## src/rtl/bank_ram_burst_seq_if.sv

```systemverilog
// Sequencer-side bundle: descriptor, slot command/data, upstream write stream, read stream, status.
// Optional desc_stride field exists only when BANK_SEQ_STRIDE_EN is defined.
interface bank_ram_burst_seq_if #(
  parameter int NUM_BANKS  = 5,
  parameter int DATA_WIDTH = 32
);
  localparam int RW = NUM_BANKS * DATA_WIDTH;

  logic                 desc_valid;
  logic                 desc_ready;
  logic                 desc_rw;
  logic [NUM_BANKS-1:0] desc_mask;
  logic [8:0]           desc_base;
  logic [8:0]           desc_len;
`ifdef BANK_SEQ_STRIDE_EN
  logic [8:0]           desc_stride;
`endif

  logic                 cmd_valid;
  logic                 cmd_ready;
  logic                 cmd_rw;
  logic [NUM_BANKS-1:0] cmd_mask;
  logic [8:0]           cmd_addr;

  logic                 wd_in_valid;
  logic                 wd_in_ready;
  logic [RW-1:0]        wd_in_data;

  logic                 wvalid;
  logic [RW-1:0]        wdata;
  logic                 wready;

  logic                 rvalid;
  logic [RW-1:0]        rdata;

  logic                 rd_out_valid;
  logic [RW-1:0]        rd_out_data;

  logic                 busy;
  logic                 done;
  logic                 err;

  modport master (
    input  desc_valid, desc_rw, desc_mask, desc_base, desc_len,
`ifdef BANK_SEQ_STRIDE_EN
    input  desc_stride,
`endif
    output desc_ready,
    output cmd_valid, cmd_rw, cmd_mask, cmd_addr,
    input  cmd_ready,
    input  wd_in_valid, wd_in_data,
    output wd_in_ready,
    output wvalid, wdata,
    input  wready,
    input  rvalid, rdata,
    output rd_out_valid, rd_out_data,
    output busy, done, err
  );

  modport slave (
    output desc_valid, desc_rw, desc_mask, desc_base, desc_len,
`ifdef BANK_SEQ_STRIDE_EN
    output desc_stride,
`endif
    input  desc_ready,
    input  cmd_valid, cmd_rw, cmd_mask, cmd_addr,
    output cmd_ready,
    output wd_in_valid, wd_in_data,
    input  wd_in_ready,
    input  wvalid, wdata,
    output wready,
    output rvalid, rdata,
    input  rd_out_valid, rd_out_data,
    input  busy, done, err
  );
endinterface

```

## src/rtl/bank_ram_burst_seq.sv

```systemverilog
// Burst sequencer: descriptor -> per-row slot commands (read credits capped at MAX_OUTST), write data passes
// through combinationally, read data registered (1 cycle). BANK_SEQ_STRIDE_EN adds a per-descriptor address stride.
module bank_ram_burst_seq #(
  parameter int NUM_BANKS  = 5,
  parameter int DATA_WIDTH = 32,
  parameter int MAX_OUTST  = 4
) (
  input  logic                 clk,
  input  logic                 rstn,
  bank_ram_burst_seq_if.master bus
);
  localparam int         RW    = NUM_BANKS * DATA_WIDTH;
  localparam logic [3:0] MAX_O = 4'(MAX_OUTST);

  typedef enum logic [1:0] {S_IDLE, S_ISSUE, S_DRAIN, S_DONE} state_t;

  state_t               state_q, state_d;
  logic                 rw_q, rw_d;
  logic [NUM_BANKS-1:0] mask_q, mask_d;
  logic [8:0]           len_q, len_d;
  logic [8:0]           addr_q, addr_d;
  logic [9:0]           issue_cnt_q, issue_cnt_d;
  logic [9:0]           data_cnt_q, data_cnt_d;
  logic [3:0]           outst_q, outst_d;
  logic                 cmd_valid_q, cmd_valid_d;
  logic                 done_q, done_d;
  logic                 rd_out_valid_q, rd_out_valid_d;
  logic [RW-1:0]        rd_out_data_q, rd_out_data_d;
  logic                 err_q, err_d;
`ifdef BANK_SEQ_STRIDE_EN
  logic [8:0]           stride_q, stride_d;
`endif

  logic       busy;
  logic       wr_qual;
  logic       cmd_hs;
  logic       rd_hs;
  logic       rd_ret;
  logic       wr_beat;
  logic [9:0] beats;
  logic [8:0] step;

`ifdef BANK_SEQ_STRIDE_EN
  assign step = stride_q;
`else
  assign step = 9'd1;
`endif

  assign busy    = (state_q != S_IDLE);
  assign beats   = {1'b0, len_q} + 10'd1;
  assign wr_qual = rw_q && busy && (data_cnt_q <= {1'b0, len_q});
  assign cmd_hs  = cmd_valid_q && bus.cmd_ready;
  assign rd_hs   = cmd_hs && !rw_q;
  // A return only counts against a live credit; anything else is a protocol error.
  assign rd_ret  = bus.rvalid && (outst_q != 4'd0);
  assign wr_beat = bus.wvalid && bus.wready;

  assign bus.desc_ready   = (state_q == S_IDLE);
  assign bus.busy         = busy;
  assign bus.done         = done_q;
  assign bus.err          = err_q;
  assign bus.cmd_valid    = cmd_valid_q;
  assign bus.cmd_rw       = rw_q;
  assign bus.cmd_mask     = mask_q;
  assign bus.cmd_addr     = addr_q;
  assign bus.wvalid       = bus.wd_in_valid && wr_qual;
  assign bus.wd_in_ready  = bus.wready && wr_qual;
  assign bus.wdata        = bus.wd_in_data;
  assign bus.rd_out_valid = rd_out_valid_q;
  assign bus.rd_out_data  = rd_out_data_q;

  always_comb begin
    state_d     = state_q;
    rw_d        = rw_q;
    mask_d      = mask_q;
    len_d       = len_q;
    addr_d      = addr_q;
    issue_cnt_d = issue_cnt_q;
`ifdef BANK_SEQ_STRIDE_EN
    stride_d    = stride_q;
`endif
    data_cnt_d  = data_cnt_q + ((wr_beat || rd_ret) ? 10'd1 : 10'd0);
    outst_d     = outst_q + (rd_hs ? 4'd1 : 4'd0) - (rd_ret ? 4'd1 : 4'd0);

    case (state_q)
      S_IDLE: begin
        if (bus.desc_valid) begin
          rw_d        = bus.desc_rw;
          mask_d      = bus.desc_mask;
          len_d       = bus.desc_len;
          addr_d      = bus.desc_base;
`ifdef BANK_SEQ_STRIDE_EN
          stride_d    = bus.desc_stride;
`endif
          issue_cnt_d = 10'd0;
          data_cnt_d  = 10'd0;
          state_d     = S_ISSUE;
        end
      end
      S_ISSUE: begin
        if (cmd_hs) begin
          issue_cnt_d = issue_cnt_q + 10'd1;
          addr_d      = addr_q + step;
          if (issue_cnt_q == {1'b0, len_q}) state_d = S_DRAIN;
        end
      end
      S_DRAIN: begin
        if (data_cnt_q == beats) state_d = S_DONE;
      end
      S_DONE:  state_d = S_IDLE;
      default: state_d = S_IDLE;
    endcase

    // Registered from next-state values so cmd_valid matches the current credit count each cycle.
    cmd_valid_d    = (state_d == S_ISSUE) && !(!rw_d && (outst_d == MAX_O));
    done_d         = (state_d == S_DONE);
    rd_out_valid_d = rd_ret;
    rd_out_data_d  = rd_ret ? bus.rdata : rd_out_data_q;
    err_d          = err_q | (bus.rvalid && (outst_q == 4'd0));
  end

  always_ff @(posedge clk or negedge rstn) begin
    if (!rstn) begin
      state_q        <= S_IDLE;
      rw_q           <= 1'b0;
      mask_q         <= '0;
      len_q          <= '0;
      addr_q         <= '0;
      issue_cnt_q    <= '0;
      data_cnt_q     <= '0;
      outst_q        <= '0;
      cmd_valid_q    <= 1'b0;
      done_q         <= 1'b0;
      rd_out_valid_q <= 1'b0;
      rd_out_data_q  <= '0;
      err_q          <= 1'b0;
`ifdef BANK_SEQ_STRIDE_EN
      stride_q       <= '0;
`endif
    end else begin
      state_q        <= state_d;
      rw_q           <= rw_d;
      mask_q         <= mask_d;
      len_q          <= len_d;
      addr_q         <= addr_d;
      issue_cnt_q    <= issue_cnt_d;
      data_cnt_q     <= data_cnt_d;
      outst_q        <= outst_d;
      cmd_valid_q    <= cmd_valid_d;
      done_q         <= done_d;
      rd_out_valid_q <= rd_out_valid_d;
      rd_out_data_q  <= rd_out_data_d;
      err_q          <= err_d;
`ifdef BANK_SEQ_STRIDE_EN
      stride_q       <= stride_d;
`endif
    end
  end
endmodule

```

## src/flat_wrapper.sv

```systemverilog
// flat-port wrapper written by rule: the top's interface ports become plain ports
module bank_ram_burst_seq_flat 
#(
  parameter int NUM_BANKS  = 5,
  parameter int DATA_WIDTH = 32,
  parameter int MAX_OUTST  = 4
)
  (clk, rstn, bus_desc_valid, bus_desc_rw, bus_desc_mask, bus_desc_base, bus_desc_len, bus_desc_ready, bus_cmd_valid, bus_cmd_rw, bus_cmd_mask, bus_cmd_addr, bus_cmd_ready, bus_wd_in_valid, bus_wd_in_data, bus_wd_in_ready, bus_wvalid, bus_wdata, bus_wready, bus_rvalid, bus_rdata, bus_rd_out_valid, bus_rd_out_data, bus_busy, bus_done, bus_err);
  bank_ram_burst_seq_if #(.NUM_BANKS(NUM_BANKS), .DATA_WIDTH(DATA_WIDTH)) bus_i ();
  input  logic clk;
  input  logic rstn;
  input wire logic [$bits(bus_i.desc_valid)-1:0] bus_desc_valid;
  input wire logic [$bits(bus_i.desc_rw)-1:0] bus_desc_rw;
  input wire logic [$bits(bus_i.desc_mask)-1:0] bus_desc_mask;
  input wire logic [$bits(bus_i.desc_base)-1:0] bus_desc_base;
  input wire logic [$bits(bus_i.desc_len)-1:0] bus_desc_len;
  output wire logic [$bits(bus_i.desc_ready)-1:0] bus_desc_ready;
  output wire logic [$bits(bus_i.cmd_valid)-1:0] bus_cmd_valid;
  output wire logic [$bits(bus_i.cmd_rw)-1:0] bus_cmd_rw;
  output wire logic [$bits(bus_i.cmd_mask)-1:0] bus_cmd_mask;
  output wire logic [$bits(bus_i.cmd_addr)-1:0] bus_cmd_addr;
  input wire logic [$bits(bus_i.cmd_ready)-1:0] bus_cmd_ready;
  input wire logic [$bits(bus_i.wd_in_valid)-1:0] bus_wd_in_valid;
  input wire logic [$bits(bus_i.wd_in_data)-1:0] bus_wd_in_data;
  output wire logic [$bits(bus_i.wd_in_ready)-1:0] bus_wd_in_ready;
  output wire logic [$bits(bus_i.wvalid)-1:0] bus_wvalid;
  output wire logic [$bits(bus_i.wdata)-1:0] bus_wdata;
  input wire logic [$bits(bus_i.wready)-1:0] bus_wready;
  input wire logic [$bits(bus_i.rvalid)-1:0] bus_rvalid;
  input wire logic [$bits(bus_i.rdata)-1:0] bus_rdata;
  output wire logic [$bits(bus_i.rd_out_valid)-1:0] bus_rd_out_valid;
  output wire logic [$bits(bus_i.rd_out_data)-1:0] bus_rd_out_data;
  output wire logic [$bits(bus_i.busy)-1:0] bus_busy;
  output wire logic [$bits(bus_i.done)-1:0] bus_done;
  output wire logic [$bits(bus_i.err)-1:0] bus_err;
  assign bus_i.desc_valid = bus_desc_valid;
  assign bus_i.desc_rw = bus_desc_rw;
  assign bus_i.desc_mask = bus_desc_mask;
  assign bus_i.desc_base = bus_desc_base;
  assign bus_i.desc_len = bus_desc_len;
  assign bus_desc_ready = bus_i.desc_ready;
  assign bus_cmd_valid = bus_i.cmd_valid;
  assign bus_cmd_rw = bus_i.cmd_rw;
  assign bus_cmd_mask = bus_i.cmd_mask;
  assign bus_cmd_addr = bus_i.cmd_addr;
  assign bus_i.cmd_ready = bus_cmd_ready;
  assign bus_i.wd_in_valid = bus_wd_in_valid;
  assign bus_i.wd_in_data = bus_wd_in_data;
  assign bus_wd_in_ready = bus_i.wd_in_ready;
  assign bus_wvalid = bus_i.wvalid;
  assign bus_wdata = bus_i.wdata;
  assign bus_i.wready = bus_wready;
  assign bus_i.rvalid = bus_rvalid;
  assign bus_i.rdata = bus_rdata;
  assign bus_rd_out_valid = bus_i.rd_out_valid;
  assign bus_rd_out_data = bus_i.rd_out_data;
  assign bus_busy = bus_i.busy;
  assign bus_done = bus_i.done;
  assign bus_err = bus_i.err;
  bank_ram_burst_seq #(.NUM_BANKS(NUM_BANKS), .DATA_WIDTH(DATA_WIDTH), .MAX_OUTST(MAX_OUTST)) u_core (.clk(clk), .rstn(rstn), .bus(bus_i));
endmodule
```

## config.mk

```make
export PLATFORM = sky130hd
export DESIGN_NAME = bank_ram_burst_seq_flat
export DESIGN_NICKNAME = d
export VERILOG_FILES = /design/src/rtl/bank_ram_burst_seq_if.sv /design/src/rtl/bank_ram_burst_seq.sv /design/src/flat_wrapper.sv
export SDC_FILE = /design/constraint.sdc
export NUM_CORES = 1
export LEC_CHECK = 0
export ABC_AREA = 1
export ABC_CLOCK_PERIOD_IN_PS = 5700
export BUFFER_PORTS_ARGS = -buffer_cell sky130_fd_sc_hd__buf_4
export CAP_MARGIN = 20
export CORE_AREA = 2 2 270 272
export CTS_BUF_LIST = sky130_fd_sc_hd__clkbuf_4 sky130_fd_sc_hd__clkbuf_8 sky130_fd_sc_hd__clkbuf_16
export DETAILED_ROUTE_END_ITERATION = 6
export DIE_AREA = 0 0 272 274
export SLEW_MARGIN = 5
export SYNTH_ARGS = -nofsm -noshare
export SYNTH_HDL_FRONTEND = slang
export SYNTH_SLANG_ARGS = --single-unit
```

## constraint.sdc

```tcl
create_clock -name clk -period 5.7 [get_ports clk]
set_input_delay 1.71 -clock clk [delete_from_list [all_inputs] [get_ports clk]]
set_output_delay 1.71 -clock clk [all_outputs]
set_load 0.1 [all_outputs]
```

==> key figures <==
Worst setup path
  – Crit path required time: 3.99 ns
  – WS Path Type: flop to primary output
  – Crit-path max FO: 7
  – Critical Path AT: 2.70 ns
  – Startpoint Class: flop
  – Critical Path End Type: primary output

Timing
  – PnR worst setup slack: 1.29 ns
  – Max-slew headroom: 0.315
  – Final-report setup violation count: 0
  – Slew @ Worst Pin: 1.03 ns
  – Final hold vios: 0
  – Fmax: 227 MHz
  – Crit path time final: 4.41 ns
  – Unrepaired setup endpoints after global routing: no
  – Final Max Tran Viols: 0
  – Final Skew: 0.0172 ns
  – Final period utilization: 0.774
  – Setup_tns: 0 ns

Global route
  – Number of global-route vias before repair: 8415
  – GR peak layer: met2
  – Grt met3 use: 0.0354
  – M1 GR Usage: 0.106
  – Gr usage total: 0.0845
  – Initial antenna violation count: 1
  – GRT met2 Usage: 0.124
  – Pin count of the biggest net entering global routing: 154
  – First-pass GRT wire length: 49700 um
  – Grt total ovfl: 0

Synth
  – Netlist cell types: 36
  – YS warnings: 0
  – Post-synthesis compound-gate area fraction: 0.0352
  – Seq cells post-synth: 214
  – Adder-cell share of the synthesized area: 0.0244
  – Avg Cell Area, Syn: 8.18 sq um
  – Post-Synthesis Net Count: 1661
  – Synth Area in XOR/XNOR: 0.00830
  – Synth Cell Area: 10500 sq um
  – Register area share after synthesis: 0.508
  – Main combinational cell family by area after synthesis: simple AND/OR/NAND/NOR gates
  – Mux share of post-synthesis cell area: 0
  – Simple-Gate Fraction of Synth Area: 0.269
  – Post-Syn Instances: 1290

Drt
  – Vias per cell: 3.51
  – Routed wire length: 33500 um
  – Post-route ant nets: 0
  – Drt drc: 0
  – First drt pass iteration count: 5
  – Vias post-DR: 8690
  – WL/cell: 13.5 um
  – Initial drt markers: 381

Floorplanning
  – CORE AREA: 72000 sq um
  – Ports: 694
  – Initial cell density of the core: 0.147
  – Die height: 274 um
  – Die X: 272 um
  – # rows: 99
  – Die ar.: 74500 sq um

Layout
  – Non-filler cells, final: 2479
  – Reg area: 5360 sq um
  – Final Util: 0.198
  – Multi-input gate area: 3560 sq um
  – Layout overhead on the synthesized area: 35.0%
  – Leading cell types in the layout, fill and taps excluded: nand2_1 (587), buf_4 (376), dfrtp_1 (214)
  – Share of cells above drive strength 1: 0.302
  – # fillers: 8043
  – Commonest non-fill, non-tap cell in the layout: nand2_1
  – Nets: 1869

CTS
  – Hold Buf Count CTS: 0
  – CTS tree: yes
  – Inserted Clock Buffers: 28
  – Post-CTS Setup Repair Bufs: 0
  – Root buffer cell: clkbuf_16
  – Worst-case clock buffer depth: 3
  – Post-CTS Resized: 0
  – H-Tree Depth: 1
  – Worst-Skew Late Latency: 0.56 ns
  – Clk pin slew, worst setup/hold paths: 0.06 ns
  – CTS sink count: 214

Placement
  – Pre-CTS worst setup slack: 1.60 ns
  – Post-DP HPWL: 24100 um
  – GP Congestion: 0.829
  – Post-Place Cells: 2427
  – Port Buffers: 373

Worst hold path
  – Hold Path Class: flop to flop

Power and ir drop
  – Pwr/cell area: 616 nW/um^2
  – Worst vdd ir: 365 uV
  – Leak: 7.42 nW

Run
  – Max-cap violation count: 0

Outcome
  – Status: finished clean
-- worst paths after layout --
path | start | to | slack [ns] | cells after the start
min in group asynchronous | rstn | u_core.bus.cmd_mask[0] | 1.16 | 1
min reg2reg | u_core.bus.rd_out_data[105] | u_core.bus.rd_out_data[105] | 0.47 | 2
max in group asynchronous | rstn | u_core.bus.rd_out_data[44] | 3.51 | 2
max | u_core.len_q[3] | bus_wvalid | 1.29 | 9
max reg2reg | u_core.len_q[3] | u_core.data_cnt_q[9] | 2.45 | 15
min | u_core.bus.rd_out_data[105] | u_core.bus.rd_out_data[105] | 0.47 | 2
-- through the flow --
| stage | cell area, sq um | power (mW) | hold slack, ns |
|---|---|---|---|
| 3_3_place_gp | 13300 | 6.96 | 0.463 |
| 3_5_place_dp | 13300 | 6.98 | 0.466 |
| 4_1_cts | 14200 | 8.91 | 0.481 |
| 2_1_floorplan | 10500 | 6.36 | 0.491 |
| 6_report | 14200 | 8.78 | 0.475 |
| 5_1_grt | 14200 | 9.27 | 0.492 |
-- synth_stat cells --
library cell / instances / area [sq um]
xnor2_1: 5 / 43.8
buf_4: 161 / 1210
o211ai_1: 1 / 7.51
nand3b_1: 2 / 15.0
nor3_1: 12 / 60.1
nor2_4: 2 / 22.5
nand3_1: 30 / 150
clkbuf_1: 19 / 71.3
inv_1: 56 / 210
buf_2: 22 / 110
dfrtp_1: 214 / 5360
inv_2: 7 / 26.3
nand2_2: 6 / 37.5
nand2_4: 1 / 11.3
a21oi_1: 28 / 140
and3_1: 1 / 6.26
o21ai_1: 1 / 5.00
o2111ai_1: 1 / 8.76
fa_1: 1 / 20.0
o22ai_1: 1 / 6.26
nor2_2: 8 / 50.1
nand4_2: 1 / 12.5
nor4_2: 1 / 12.5
clkinv_1: 3 / 11.3
o21ai_0: 32 / 160
ha_1: 19 / 238
nor3b_1: 2 / 15.0
xor2_1: 5 / 43.8
nor3_2: 1 / 10.0
o21a_1: 2 / 15.0
nand4_1: 10 / 62.6
nor2_1: 41 / 154
nand2_1: 588 / 2210
a31oi_1: 1 / 6.26
nor4_1: 2 / 12.5
o21bai_1: 3 / 22.5
-- routing by layer --
metal	routed length (um)	up-vias	part of all wire
met5	16	-	0.00048
met4	1560	2	0.046
met3	3440	93	0.10
met2	14500	381	0.43
met1	14000	3974	0.42
li1	-	4240	-
-- cell families after synthesis --
kind of cell               count (synthesis)
adders and majority gates                 20
xor gates and xnor gates                  10
buffers and inverters                    268
and+or+nand+nor                          708
DFF                                      214
AOI/OAI and AO/OA                         70
-- power breakdown --
part	internal, mW	leakage [nW]	switching, mW
clock network	1.15	0.485	0.706
logic	0.996	4.33	3.61
registers	1.96	2.60	0.361
-- registers in the layout, indices dropped and copies added (netlist names) --
name / cells
u_core.bus.rd_out_data: 160
u_core.data_cnt_q: 10
u_core.issue_cnt_q: 10
u_core.bus.cmd_addr: 9
u_core.len_q: 9
u_core.bus.cmd_mask: 5
u_core.outst_q: 4
u_core.state_q: 2
u_core.bus.cmd_rw: 1
u_core.bus.cmd_valid: 1
u_core.bus.done: 1
u_core.bus.err: 1
u_core.bus.rd_out_valid: 1
-- worst max-delay path, cell delays in order, from the launching register on --
cell and delay (ns):
dfrtp_1 0.49, inv_1 0.12, ha_1 0.31, nand2_1 0.08, nor4_1 0.30, nand3_1 0.12, nand2_1 0.11, nand2_1 0.07
nor2_1 0.20, buf_4 0.34
-- area by class of cell --
class,count,area share
Tap cell,959,0.0842
Clock buffer,44,0.0619
Clock inverter,7,0.00632
Multi-Input combinational cell,808,0.250
Timing Repair Buffer,380,0.203
Sequential cell,214,0.376
Inverter,66,0.0177
Antenna cell,1,0.000176
No activity file was read; power rests on OpenSTA's default activity.
